===== src/rtl/cds_skip_accumulator.sv =====
// cds_skip_accumulator
//   Sample-side companion to CIS_Control. For each pedestal/signal strobe pair
//   in a skipping sequence it forms the correlated-double-sample difference
//   (sig - ped) and accumulates it with saturation. One signed pixel value is
//   emitted per sequence, framed by the 'running' level.
//
// Ports
//   clk           system clock
//   reset         asynchronous active-low reset
//   running       sequence-active level; rise starts, fall aborts a sequence
//   sprocket_ped  pedestal strobe level (edge detected, may be held)
//   sprocket_sig  signal strobe level (edge detected, may be held)
//   adc_data      unsigned ADC sample, captured in the strobe-rise clock
//   skip_samples  ped/sig pairs per sequence (0 treated as 1), latched at start
//   pixel_data    signed sum of differences, held until next pixel
//   pixel_count   pairs accumulated into pixel_data
//   pixel_valid   one-clock pulse qualifying pixel_data/count/short
//   pixel_short   pixel ended by running fall before all pairs arrived
//   seq_err       sticky out-of-order strobe flag for current sequence
//   overflow      sticky saturation flag for current sequence
//   busy          high while waiting for pedestal or signal strobes
module cds_skip_accumulator #(
  parameter int unsigned ADC_WIDTH = 18,
  parameter int unsigned ACC_WIDTH = 32
) (
  input  logic                        clk,
  input  logic                        reset,
  input  logic                        running,
  input  logic                        sprocket_ped,
  input  logic                        sprocket_sig,
  input  logic [ADC_WIDTH-1:0]        adc_data,
  input  logic [9:0]                  skip_samples,
  output logic signed [ACC_WIDTH-1:0] pixel_data,
  output logic [9:0]                  pixel_count,
  output logic                        pixel_valid,
  output logic                        pixel_short,
  output logic                        seq_err,
  output logic                        overflow,
  output logic                        busy
);

  localparam int unsigned DW = ADC_WIDTH + 1;

  typedef enum logic [1:0] {S_IDLE, S_WAIT_PED, S_WAIT_SIG, S_DONE} state_e;

  state_e                 state_q, state_d;
  logic                   ped_prev_q, sig_prev_q, run_prev_q;
  logic [ACC_WIDTH-1:0]   acc_q, acc_d;
  logic [9:0]             cnt_q, cnt_d;
  logic [9:0]             n_q, n_d;
  logic [ADC_WIDTH-1:0]   ped_reg_q, ped_reg_d;
  logic                   err_q, err_d;
  logic                   ovf_q, ovf_d;
  logic                   short_q, short_d;
  logic [ACC_WIDTH-1:0]   pdata_q, pdata_d;
  logic [9:0]             pcount_q, pcount_d;
  logic                   pvalid_q, pvalid_d;

  logic                   ped_rise, sig_rise, run_rise;
  logic [DW-1:0]          diff;
  logic [ACC_WIDTH:0]     sum_ext;
  logic [ACC_WIDTH-1:0]   sat_sum;
  logic                   sat_hit;

  assign ped_rise = sprocket_ped & ~ped_prev_q;
  assign sig_rise = sprocket_sig & ~sig_prev_q;
  assign run_rise = running & ~run_prev_q;

  // Both operands zero-extended by one bit so the difference is a proper
  // (ADC_WIDTH+1)-bit two's complement value.
  assign diff = {1'b0, adc_data} - {1'b0, ped_reg_q};

  // One guard bit above the accumulator: a disagreement between the guard
  // bit and the accumulator MSB means the true sum left the signed range.
  always_comb begin
    sum_ext = {acc_q[ACC_WIDTH-1], acc_q} + {{(ACC_WIDTH + 1 - DW){diff[DW-1]}}, diff};
    sat_hit = sum_ext[ACC_WIDTH] ^ sum_ext[ACC_WIDTH-1];
    sat_sum = sum_ext[ACC_WIDTH-1:0];
    if (sat_hit) begin
      sat_sum = sum_ext[ACC_WIDTH] ? {1'b1, {(ACC_WIDTH-1){1'b0}}}
                                   : {1'b0, {(ACC_WIDTH-1){1'b1}}};
    end
  end

  always_comb begin
    state_d   = state_q;
    acc_d     = acc_q;
    cnt_d     = cnt_q;
    n_d       = n_q;
    ped_reg_d = ped_reg_q;
    err_d     = err_q;
    ovf_d     = ovf_q;
    short_d   = short_q;
    pdata_d   = pdata_q;
    pcount_d  = pcount_q;
    pvalid_d  = 1'b0;
    unique case (state_q)
      S_IDLE: begin
        if (run_rise) begin
          acc_d   = '0;
          cnt_d   = '0;
          err_d   = 1'b0;
          ovf_d   = 1'b0;
          short_d = 1'b0;
          n_d     = (skip_samples == 10'd0) ? 10'd1 : skip_samples;
          state_d = S_WAIT_PED;
        end
      end
      S_WAIT_PED: begin
        // An abort takes priority over any strobe in the same clock.
        if (!running) begin
          short_d = 1'b1;
          state_d = S_DONE;
        end else if (ped_rise && sig_rise) begin
          err_d = 1'b1;
        end else if (ped_rise) begin
          ped_reg_d = adc_data;
          state_d   = S_WAIT_SIG;
        end else if (sig_rise) begin
          err_d = 1'b1;
        end
      end
      S_WAIT_SIG: begin
        if (!running) begin
          short_d = 1'b1;
          state_d = S_DONE;
        end else if (ped_rise && sig_rise) begin
          err_d = 1'b1;
        end else if (sig_rise) begin
          acc_d   = sat_sum;
          ovf_d   = ovf_q | sat_hit;
          cnt_d   = cnt_q + 10'd1;
          state_d = (cnt_q + 10'd1 == n_q) ? S_DONE : S_WAIT_PED;
        end else if (ped_rise) begin
          err_d     = 1'b1;
          ped_reg_d = adc_data;
        end
      end
      S_DONE: begin
        pdata_d  = acc_q;
        pcount_d = cnt_q;
        pvalid_d = 1'b1;
        state_d  = S_IDLE;
      end
      default: state_d = S_IDLE;
    endcase
  end

  always_ff @(posedge clk or negedge reset) begin
    if (!reset) begin
      state_q    <= S_IDLE;
      ped_prev_q <= 1'b0;
      sig_prev_q <= 1'b0;
      run_prev_q <= 1'b0;
      acc_q      <= '0;
      cnt_q      <= '0;
      n_q        <= '0;
      ped_reg_q  <= '0;
      err_q      <= 1'b0;
      ovf_q      <= 1'b0;
      short_q    <= 1'b0;
      pdata_q    <= '0;
      pcount_q   <= '0;
      pvalid_q   <= 1'b0;
    end else begin
      state_q    <= state_d;
      ped_prev_q <= sprocket_ped;
      sig_prev_q <= sprocket_sig;
      run_prev_q <= running;
      acc_q      <= acc_d;
      cnt_q      <= cnt_d;
      n_q        <= n_d;
      ped_reg_q  <= ped_reg_d;
      err_q      <= err_d;
      ovf_q      <= ovf_d;
      short_q    <= short_d;
      pdata_q    <= pdata_d;
      pcount_q   <= pcount_d;
      pvalid_q   <= pvalid_d;
    end
  end

  assign pixel_data  = pdata_q;
  assign pixel_count = pcount_q;
  assign pixel_valid = pvalid_q;
  assign pixel_short = short_q;
  assign seq_err     = err_q;
  assign overflow    = ovf_q;
  assign busy        = (state_q == S_WAIT_PED) || (state_q == S_WAIT_SIG);

endmodule

===== config.mk =====
export PLATFORM = sky130hd
export DESIGN_NAME = cds_skip_accumulator
export DESIGN_NICKNAME = d
export VERILOG_FILES = /design/src/rtl/cds_skip_accumulator.sv
export SDC_FILE = /design/constraint.sdc
export NUM_CORES = 1
export LEC_CHECK = 0
export CAP_MARGIN = 20
export CORE_AREA = 2 2 154 111
export DETAILED_ROUTE_END_ITERATION = 10
export DIE_AREA = 0 0 156 113
export PLACE_DENSITY = 0.73
export SYNTH_ARGS = -nofsm -noshare
export SYNTH_HDL_FRONTEND = slang
export SYNTH_SLANG_ARGS = --single-unit

===== constraint.sdc =====
create_clock -name clk -period 5.4 [get_ports clk]
set_input_delay 1.08 -clock clk [delete_from_list [all_inputs] [get_ports clk]]
set_output_delay 1.08 -clock clk [all_outputs]
set_load 0.005 [all_outputs]

# Word-level counts from Yosys, hierarchy flattened
# Index checks and enable logic that the tools add are counted.
[op_classes] n_mux=46 bitwise_logic=8 n_addsub=3 reduce_logical=15 n_eq_ne=20
[op_table] op="$mux 32" count=6
[op_table] op="$mux 18" count=6
[op_table] op="$pmux 32 s2" count=1
[op_table] op="$mux 10" count=5
[op_table] op="$pmux 18 s2" count=1
[op_table] op="$add 32x19->33" count=1
[op_table] op="$ne 3x3->1 const B" count=8
[op_table] op="$pmux 10 s2" count=1
[op_table] op="$sub 18x18->19" count=1
[op_table] op="$mux 2" count=8
[op_table] op="$ne 2x2->1 const B" count=8
[op_table] op="$mux 1" count=14
[op_table] op="$add 10x1->10 const B" count=1
[op_table] op="$eq 10x10->1" count=1
[op_table] op="$logic_not 10->1" count=1
[op_table] op="$reduce_and 5->1" count=2
[op_table] op="$pmux 2 s4" count=1
[op_table] op="$reduce_and 8->1" count=1
[op_table] op="$reduce_and 6->1" count=1
[op_table] op="$reduce_bool 2->1" count=3
[op_table] op="$eq 2x2->1 const B" count=2
[op_table] op="$pmux 1 s2" count=2
[op_table] op="$and 1x1->1" count=3
[op_table] op="$not 1->1" count=3
[op_table] op="other kinds (11)" count=11
[totals] out_inout_bits=47 in_bits=33 ff_bits=121

# Longest topological paths before layout
[logic_depth] ltp_word=8 depth_mapped=22

# Worst setup path before layout
# No wires, ideal clock.
[synth_timing] path_type="input-to-reg" startpoint="in adc_data[0]" endpoint="reg acc_q[18]" path_stages=21 path_slack_ns=-0.995 required_time_ns=5.279 setup_ns=0.121 arrival_time_ns=6.274 path_cell_list="inv_1 ha_1 inv_1 fa_1 a21o_1 a21o_1 a21oi_1 o21a_1 o21ai_0 o211a_1 o41ai_1 ha_1 and2_1 a22o_1 nor2_1 a21oi_1 a221oi_4 o22ai_4 buf_6 maj3_2 a22o_1"
[synth_between] elab_chain_len=8
[synth_lines] item="start, declared" line_no="31" text="input logic [ADC_WIDTH-1:0] adc_data,"
[synth_lines] item="$sub 18x18->19 *" line_no="71" text="assign diff = {1'b0, adc_data} - {1'b0, ped_reg_q};"
[synth_lines] item="$add 32x19->33 *" line_no="76" text="sum_ext = {acc_q[ACC_WIDTH-1], acc_q} + {{(ACC_WIDTH + 1 - DW){diff[DW-1]}}, diff};"
[synth_lines] item="$mux 32 or $xor 1x1->1 (tied branches)" line_no="80, 77"
[synth_lines] item="$mux 32 *" line_no="79" text="if (sat_hit) begin"
[synth_lines] item="$mux 32 *" line_no="129" text="end else if (sig_rise) begin"
[synth_lines] item="$mux 32 *" line_no="127" text="end else if (ped_rise && sig_rise) begin"
[synth_lines] item="$mux 32 *" line_no="124" text="if (!running) begin"
[synth_lines] item="$pmux 32 s2 *" line_no="97" text="unique case (state_q)"
[synth_lines] item="end signal, assigned" line_no="155" text="acc_q <= '0;"
[synth_lines] item="end signal, assigned" line_no="170" text="acc_q <= acc_d;"
[synth_lines] item="end, declared" line_no="48" text="logic [ACC_WIDTH-1:0] acc_q, acc_d;"
# Every way passes the cells marked *; elsewhere a longest branch is shown, timed or not. The select of a mux whose other input is x is not followed.
# A chain may end at the register's enable or synchronous reset.

# Worst setup path after layout
[layout_timing] startpoint="in adc_data[1]" endpoint="reg acc_q[12]"
# Same word-level chain as after synthesis.

==> results.yml <==
worst_hold_path:
  min_from: "pixel_data[6]"
  min_path_cells: 1
  hp-class: "register to register"
synth:
  ys_seq_area_frac: 0.382
  avgSynthCellArea_um2: 9.91
  yosysWarnings: 0
  netlist_instances: 799
  synth_area_um2: 7920
  syn_nets: 892
  synth_top_flop_cell: "dfrtp_1"
  synth_enable_flop_cells: 0
  ys_types: 73
  async_flop_share: 1.00
  synth.ff_latch_count: 121
critical_path:
  cp.arrival_ns: 5.63
  crit_path_start_kind: "input port"
  criticalPathCategory: "input port to register"
  crit_start: "adc_data[1]"
  worst_r2r_path_depth: 22
  r2r-start: "ped_reg_q[0]"
  crit_path_end_kind: "register"
  rrSetupSlack_ns: 0.55
  cp_data_required_time_ns: 5.71
  crit_path_max_fanout: 6
floorplan:
  row_count: 39
  fp.dieW_um: 156
  start_util: 0.493
  io_pins: 80
  core_area_um2: 16100
  die_area_um2: 17600
  fp.dieH_um: 113
timing:
  setup_viol: 0
  setup_ws_ns: 0.0821
  finalClockSkew_ns: 0.00831
  finalHoldViolations: 0
  hold_slack_ns: 0.500
  period_share: 0.985
  slew_headroom: 0.393
  period_needed_ns: 5.32
  tns_ns: 0
  worst_pin_slew_ns: 0.910
  max_freq_mhz: 188
  finalMaxSlewViolations: 0
clock_tree:
  worst_skew_pair.late_latency_ns: 0.42
  clockBufferDepth: 2
  numClockSinks: 121
  clk_pin_slew_ns: 0.06
  cts_tree: "done"
  htreeDepth: 4
  cts_made_buffers: 17
  root_buffer: "clkbuf_16"
drt:
  drc: 0
  firstDrtPassIters: 5
  wl_met3_um: 1240
  vias: 6850
  routed_wl_um: 21200
  wl_met1_um: 10500
  viasPerCell: 5.63
  top_layer_used: "met4"
  detail-route-antenna-nets: 0
  post_drt_wl_per_cell_um: 17.4
  wl_met2_um: 9200
  drtIter0Drc: 518
grt:
  grt_pass1_wl_um: 34200
  grt_pass1_vias: 6777
  grt_max_degree: 71
  grt.overflow.total: 0
  antenna_found_initial: 0
  gr-usage-all-layers: 0.244
placed_design:
  pre_cts_ws_ns: -0.525
  placedCellCount: 1171
  gp_congestion: 0.899
  detailedPlacementHpwl_um: 14700
  io_buffers: 79
power_and_ir_drop:
  power_leakage_nw: 5.08
  power_mw: 8.79
  power.density_nw_per_um2: 813
  vdd_drop_max_mv: 0.373
final_layout:
  final.fill_count: 1203
  area_growth_pct: 36.6
  stdcell_count: 1216
  antenna_cells: 0
  nets: 1091
  drive_gt1_frac: 0.290
  mostFrequentLayoutCells: "buf_4 (125), dfrtp_1 (121), clkdlybuf4s50_1 (75)"
  final_common_cell: "buf_4"
run_status:
  status: "finished clean"
run:
  maxCapViolCount: 0
==> Yosys cell counts, types with 3 or more instances <==
cell type | count | area [um2]
a211oi_1 | 3 | 22.5
a21boi_0 | 4 | 30.0
a21o_1 | 18 | 135
a21oi_1 | 49 | 245
a22o_1 | 21 | 184
a22oi_1 | 7 | 52.6
a311oi_1 | 4 | 35.0
a31oi_1 | 8 | 50.1
a41oi_1 | 3 | 26.3
and2_1 | 5 | 31.3
and3_1 | 9 | 56.3
clkbuf_1 | 24 | 90.1
dfrtp_1 | 121 | 3030
ha_1 | 58 | 726
inv_1 | 44 | 165
maj3_1 | 3 | 30.0
maj3_2 | 16 | 180
mux2_2 | 53 | 597
nand2_1 | 56 | 210
nand2b_1 | 12 | 75.1
nand3_1 | 12 | 60.1
nand3b_1 | 3 | 22.5
nand4_1 | 7 | 43.8
nor2_1 | 41 | 154
nor2b_1 | 7 | 43.8
nor3_1 | 8 | 40.0
nor4_1 | 3 | 18.8
o211ai_1 | 9 | 67.6
o21a_1 | 5 | 37.5
o21ai_0 | 60 | 300
o21ai_1 | 4 | 20.0
o21bai_1 | 5 | 37.5
o221ai_1 | 5 | 43.8
or2_2 | 3 | 18.8
or3_1 | 10 | 62.6
xnor2_1 | 36 | 315
xor2_1 | 17 | 149
==> state kept, by name, summed over array words and instances, names as in the netlist <==
signal	flops
state_q	2
pixel_count	10
ped_prev_q	1
pixel_data	32
n_q	10
acc_q	32
seq_err	1
pixel_valid	1
pixel_short	1
ped_reg_q	18
overflow	1
cnt_q	10
run_prev_q	1
sig_prev_q	1
==> final timing paths <==
check,end
max in group asynchronous,sig_prev_q
hold reg to reg,pixel_data[6]
setup / recovery,acc_q[12]
setup reg to reg,acc_q[12]
min in group asynchronous,ped_reg_q[1]
hold / removal,pixel_data[6]
==> stage by stage <==
stage / util / cell area, um2
2_1_floorplan: - / 7970
4_1_cts: 0.655 / 10500
5_1_grt: 0.674 / 10800
6_report: 0.674 / 10800
3_3_place_gp: 0.610 / 9800
3_5_place_dp: 0.610 / 9800
==> layer usage <==
layer,up-vias,global-route usage
met4,0,0.0618
met1,3340,0.360
met2,179,0.367
met3,13,0.0525
li1,3318,-
met5,-,0
==> logic make-up (layout without fill, tap and decap cells) <==
logic type | Yosys count | after routing | synth area share
AO/OA/AOI/OAI | 232 | 232 | 0.203
AND/OR/NAND/NOR | 184 | 184 | 0.116
XOR/XNOR | 54 | 54 | 0.0607
flip-flops | 121 | 121 | 0.382
buffers and inverters | 75 | 287 | 0.0384
multiplexers | 54 | 54 | 0.0766
adder cells (fa/ha/maj) | 79 | 79 | 0.123
==> worst max-delay path, stage by stage <==
cell and delay [ns]:
dlygate4sd2_1 0.26, buf_4 0.14, fa_2 0.33, a21o_1 0.16
a21o_1 0.19, a21oi_2 0.17, o21a_1 0.16, o21ai_2 0.07
o211a_1 0.29, o41ai_4 0.31, buf_4 0.17, bufbuf_16 0.27
ha_1 0.27, a21oi_1 0.19, o21ai_0 0.12, a31oi_2 0.25
nor2b_4 0.22, a32oi_4 0.17, buf_4 0.17, buf_4 0.15
maj3_2 0.29, a22o_1 0.19
==> where the power goes <==
group	switching (mW)	leakage, nW	internal (mW)
sequential	0.218	1.60	1.19
combinational	2.98	3.18	3.18
clock	0.426	0.304	0.797
==> layout make-up <==
type,instances,area (um2),share of cell area
Multi-Input combinational cell,603,4870,0.450
Sequential cell,121,3030,0.280
Timing Repair Buffer,211,1870,0.173
Clock buffer,21,460,0.0426
Tap cell,205,256,0.0237
Clock inverter,11,168,0.0155
Inverter,44,168,0.0155
==> what timing repair did <==
item                                    4_1_cts  5_1_grt
setup buffers                                 3        7
endpoints found under the setup margin       24       32
hold buffers                                  0        0
gates cloned                                  1        1
resized for setup                             7       40
pin swaps                                     6       23
Note: power is estimated with default switching activity, not from simulation.
==> variant 1: new RTL, config.mk and constraints unchanged <==
Re-encode `state_e` (4 states) as one-hot, 4 bits wide.
--- a/src/rtl/cds_skip_accumulator.sv
+++ b/src/rtl/cds_skip_accumulator.sv
@@ -43,3 +43,3 @@
 
-  typedef enum logic [1:0] {S_IDLE, S_WAIT_PED, S_WAIT_SIG, S_DONE} state_e;
+  typedef enum logic [3:0] {S_IDLE = 4'b0001, S_WAIT_PED = 4'b0010, S_WAIT_SIG = 4'b0100, S_DONE = 4'b1000} state_e;
 
Behaviour: same outputs for any inputs over 4 cycles, from zero or initial values and one cycle with reset low; so few cycles prove little.
==> variant 1 against the unedited design <==
- setup slack lost 0.042 ns
- synthesized cell count fell by 9.0%
- clock skew about the same
- register-to-register slack worse by 0.13 ns
- global-route usage shrank 1.9 points
- routed wire length fell by 9.9%
- design area shrank 3.6%
- area after synthesis shrank 4.8%
- sequential cell count grew 2
- highest routed layer unchanged
Power is not compared: it rests on default switching activity, and its combinational part moved more than twofold at a synthesized area within 25%.
==> variant 1: results (changes against the unedited design) <==
sequential fraction of the synthesis area=40.86% (+2.6 points); Final HPWL DP=12890 um (-12%); most frequent cells after synthesis=dfrtp_1, mux2_2, nand2_1; Syn Nets=814 (-8.7%); Critical Path AT=5.67 ns (+0.04 ns); Area Overhead vs Synth=38.40%; Total Routing Usage GR=22.51% (-1.9 points); share of cells above drive strength 1=32.59% (+3.6 points); hold_ws=0.4286 ns (-0.07148 ns); Post-synth ARST share=100.0% (unchanged); Reg2Reg Setup Slack=0.42 ns (-0.13 ns); Worst Skew=0.007861 ns (-0.0004480 ns); diode count=0 (unchanged); Worst-Margin Slew=0.9671 ns (+0.05670 ns); Hold Crit Class=in2async; final WL=19100 um (-9.9%); number of global-route vias before repair=6165 (-9.0%); fillcell total=1225 (+1.8%); Iteration-0 DRC Markers=453 (-13%); initial antenna violation count=0 (unchanged); GPL Wtd Cong=0.9906 (+10%); nets@finish=1016 (-6.9%); Vias=6307 (-7.9%); Reg-to-Reg Start=ped_reg_q[0]; Worst Reg-to-Reg Cells=27 (+23%); Area after DPL=0.009255 mm^2 (-5.5%); first-pass GRT wire length=31430 um (-8.2%); Tcrit/Tclk final=99.25% (+0.77 points); slowest cell on the critical path=fa_2; CP Max Fanout=5 (-1); largest cells by area after synthesis=dfrtp_1, mux2_2, ha_1; status=complete, no violations; clock period minus worst slack=5.360 ns (+0.04169 ns); reg2reg end=acc_q[28]; post-synthesis cell type count=66 (-9.6%)
-- variant 1: area by class of cell --
class                           count  area share (%)
Tap cell                          205           2.459
Clock inverter                     13           1.835
Multi-Input combinational cell    545           43.03
Inverter                           38           1.392
Sequential cell                   123           29.52
Timing Repair Buffer              204           17.51
Clock buffer                       19           4.247
-- variant 1: through the flow --
step / setup TNS [ns] / cells / setup slack (ns)
6_report: 0 / 1147 / 0.04039
5_1_grt: -2.856 / 1147 / -0.1267
4_1_cts: 0 / 1141 / 0.009367
3_5_place_dp: -20.32 / 1086 / -0.6862
3_3_place_gp: -17.04 / 1086 / -0.5858
2_1_floorplan: 0 / 727 / 0.02090
-- variant 1: cell families after synthesis --
| family | synth area share (%) |
|---|---|
| adders and majority gates | 9.165 |
| and+or+nand+nor | 10.88 |
| buffers and inverters | 3.287 |
| muxes | 10.43 |
| DFF | 40.86 |
| xor gates and xnor gates | 6.624 |
| AOI/OAI and AO/OA | 18.76 |
-- variant 1: power by group through the flow --
stage               clock (mW)  sequential [mW]  combinational [mW]
floorplan                    0             1.12                1.13
global route              1.29             1.15                2.16
detailed placement           0             1.15                1.75
global placement             0             1.14                1.71
CTS                       1.25             1.13                1.86
finish                    1.24             1.13                1.99
-- variant 1: metal layers --
| metal | up-vias | part of all wire, % | wire length (um) | global-route usage (%) |
|---|---|---|---|---|
| li1 | 3039 | - | - | - |
| met1 | 3049 | 49 | 9379 | 33.73 |
| met2 | 193 | 44 | 8438 | 32.98 |
| met3 | 26 | 5.2 | 995 | 4.711 |
| met4 | 0 | 1.5 | 287 | 6.300 |
| met5 | - | 0 | 0 | 0 |
-- variant 1: worst max-delay path by stage --
stage,slack (ns),from,cells past startpoint,to
floorplan,0.02,adc_data[0],27,acc_q[18]
global placement,-0.59,adc_data[0],26,acc_q[3]
detailed placement,-0.69,adc_data[1],23,acc_q[3]
CTS,0.009,adc_data[5],24,acc_q[4]
global route,-0.13,adc_data[0],28,acc_q[10]
finish,0.04,adc_data[0],29,acc_q[28]
-- variant 1: timing repair --
| action | CTS | global route |
|---|---|---|
| setup buffers | 20 | 8 |
| gates resized for setup | 43 | 34 |
| pin swaps | 28 | 45 |
| gates cloned | 3 | 0 |
| setup endpoints to repair | 31 | 32 |
==> variant 2: new RTL, config.mk and constraints unchanged <==
Without the edit above. `ADC_WIDTH`: 18 -> 20.
--- a/src/rtl/cds_skip_accumulator.sv
+++ b/src/rtl/cds_skip_accumulator.sv
@@ -22,3 +22,3 @@
 module cds_skip_accumulator #(
-  parameter int unsigned ADC_WIDTH = 18,
+  parameter int unsigned ADC_WIDTH = 20,
   parameter int unsigned ACC_WIDTH = 32
Ports: changed (resized adc_data); port bits go from 80 to 82. No check against the original RTL was run, so the function may have changed too.
==> variant 2 against the unedited design <==
- sequential share of layout area rose by 0.47 points
- first-iteration DRC count fell by 3.9%
- area after synthesis is 1.5% lower
- routed wire length down 5.7%
- setup slack better by 0.11 ns
- via count is 0.99% higher
- total power fell by 5.5%
- sequential cell count is 2 higher
- fmax is 2.1% higher
- design area hardly changed
- critical path type unchanged
- largest cell class unchanged
==> variant 2: results (changes against the unedited design) <==
first-pass GRT wire length=33490 um (-2.1%); Worst Skew=0.009478 ns (+0.001169 ns); P_leak=5.115 nW (+0.67%); GPL Wtd Cong=0.8988 (about the same); Worst Reg-to-Reg Cells=25 (+14%); Total Routing Usage GR=23.45% (-0.99 points); pin count of the biggest net entering global routing=50 (-30%); Area after DPL=0.009613 mm^2 (-1.9%); pre-CTS WS=-0.8265 ns (-0.3012 ns); post-synthesis compound-gate area fraction=18.80% (-1.5 points); Post-synth ARST share=100.0% (unchanged); fillcell total=1238 (+2.9%); CP Max Fanout=16 (+10); Syn Nets=928 (+4.0%); Final Instance Count excl. Fillers=1262 (+3.8%); nets@finish=1142 (+4.7%); buffers added on ports=81 (+2.5%); Hold Path Depth=1 (unchanged); slowest cell on the critical path=clkdlybuf4s50_1; initial antenna violation count=0 (unchanged); number of global-route vias before repair=6893 (+1.7%); Sw Pwr=3.422 mW (-5.5%); Final HPWL DP=13590 um (-7.6%); Worst-Skew Late Latency=0.43 ns; Cells after DPL=1202 (+2.6%); sequential fraction of the synthesis area=39.46% (+1.2 points); drt first pass iters=4 (-1); share of cells above drive strength 1=27.15% (-1.8 points); final WL=20000 um (-5.7%); Critical Path AT=5.55 ns (-0.08 ns); Worst-Margin Slew=0.6165 ns (-0.2940 ns); reg2reg end=acc_q[3]; syn_area_per_cell=9.386 um^2 (-5.3%); VDD IR max=0.0004177 V (+12%); H-tree levels=4 (unchanged); diode count=0 (unchanged); min-delay src=pixel_data[19]; post-synthesis cell type count=63 (-14%); most frequent cells after synthesis=dfrtp_1, nand2_1, nor2_1, o21ai_0, ha_1; status=complete, no violations; TritonCTS Buffers=17 (unchanged); Reg-to-Reg Start=ped_reg_q[2]; Vias=6918 (+0.99%); hold_ws=0.5019 ns (+0.001783 ns); Hold Path Sink=pixel_data[19]; largest cells by area after synthesis=dfrtp_1, ha_1, mux2_2; Iteration-0 DRC Markers=498 (-3.9%); post-synthesis mux area share=8.101% (+0.44 points); area share of fa/ha/maj cells after synthesis=10.14% (-2.2 points); XOR/XNOR Fraction of Synth Area=6.160% (+0.092 points); Hold Crit Class=reg2reg; Synth Flop Type=dfrtp_1; CP max stage delay=0.44 ns (+0.11 ns); Reg2Reg Setup Slack=0.70 ns (+0.15 ns)
-- variant 2: cell types whose count changed in the layout (fill, tap and decap cells not counted), sizes merged, moves of 6 or more --
cell and change:
o31ai +6, buf +8, nand2 +31, nor3 +13, a22o -21, nor2 +21, o21bai +6, nand2b -6
maj3 -19, o21ai +21
-- variant 2: worst max path at each step --
stage,slack [ns],startpoint,to
3_3_place_gp,-0.75,adc_data[0],acc_q[27]
5_1_grt,-0.003,adc_data[5],acc_q[22]
3_5_place_dp,-0.83,adc_data[0],acc_q[6]
6_report,0.19,adc_data[3],acc_q[3]
4_1_cts,-0.007,adc_data[1],acc_q[2]
2_1_floorplan,0.03,adc_data[0],acc_q[27]
-- variant 2: layout make-up --
cell class / count / area, um^2 / area share (%)
multi-input combinational: 634 / 4765 / 44.07
sequential: 123 / 3078 / 28.47
timing repair buffer: 219 / 1908 / 17.65
clock buffer: 20 / 446.7 / 4.131
tap: 205 / 256.5 / 2.372
inverter: 50 / 187.7 / 1.736
clock inverter: 11 / 170.2 / 1.574
-- variant 2: worst max-delay path: cells and delay by family --
family / cells / cell delay [ns]
and+or+nand+nor: 2 / 0.16
AOI/OAI and AO/OA: 12 / 2.25
buffers and inverters: 7 / 1.36
xor gates and xnor gates: 1 / 0.15
adders and majority gates: 2 / 0.56
-- variant 2: layer usage --
metal / global-route usage [%] / part of all wire (%) / vias to the layer above
li1: - / - / 3396
met1: 34.11 / 50 / 3344
met2: 36.64 / 45 / 158
met3: 3.715 / 4.0 / 20
met4: 6.300 / 1.0 / 0
met5: 0 / 0 / -
-- variant 2: power groups by stage --
stage          Combinational, mW  Sequential [mW]  Clock, mW
2_1_floorplan               3.11             1.36          0
3_3_place_gp                4.82             1.40          0
3_5_place_dp                4.91             1.41          0
4_1_cts                     5.36             1.40       1.22
5_1_grt                     6.25             1.43       1.26
6_report                    5.71             1.40       1.20
-- variant 2: logic make-up (layout without fill, tap and decap cells) --
family	Yosys count	count (layout)
compound gates	232	232
xor+xnor	54	54
fa+ha+maj	62	62
buf+inv	74	300
flops	123	123
mux	56	56
simple gates	230	230
-- variant 2: what timing repair did --
action	4_1_cts	5_1_grt
resized for setup	36	36
setup buffers	22	7
endpoints found under the setup margin	32	32
pin swaps	20	25
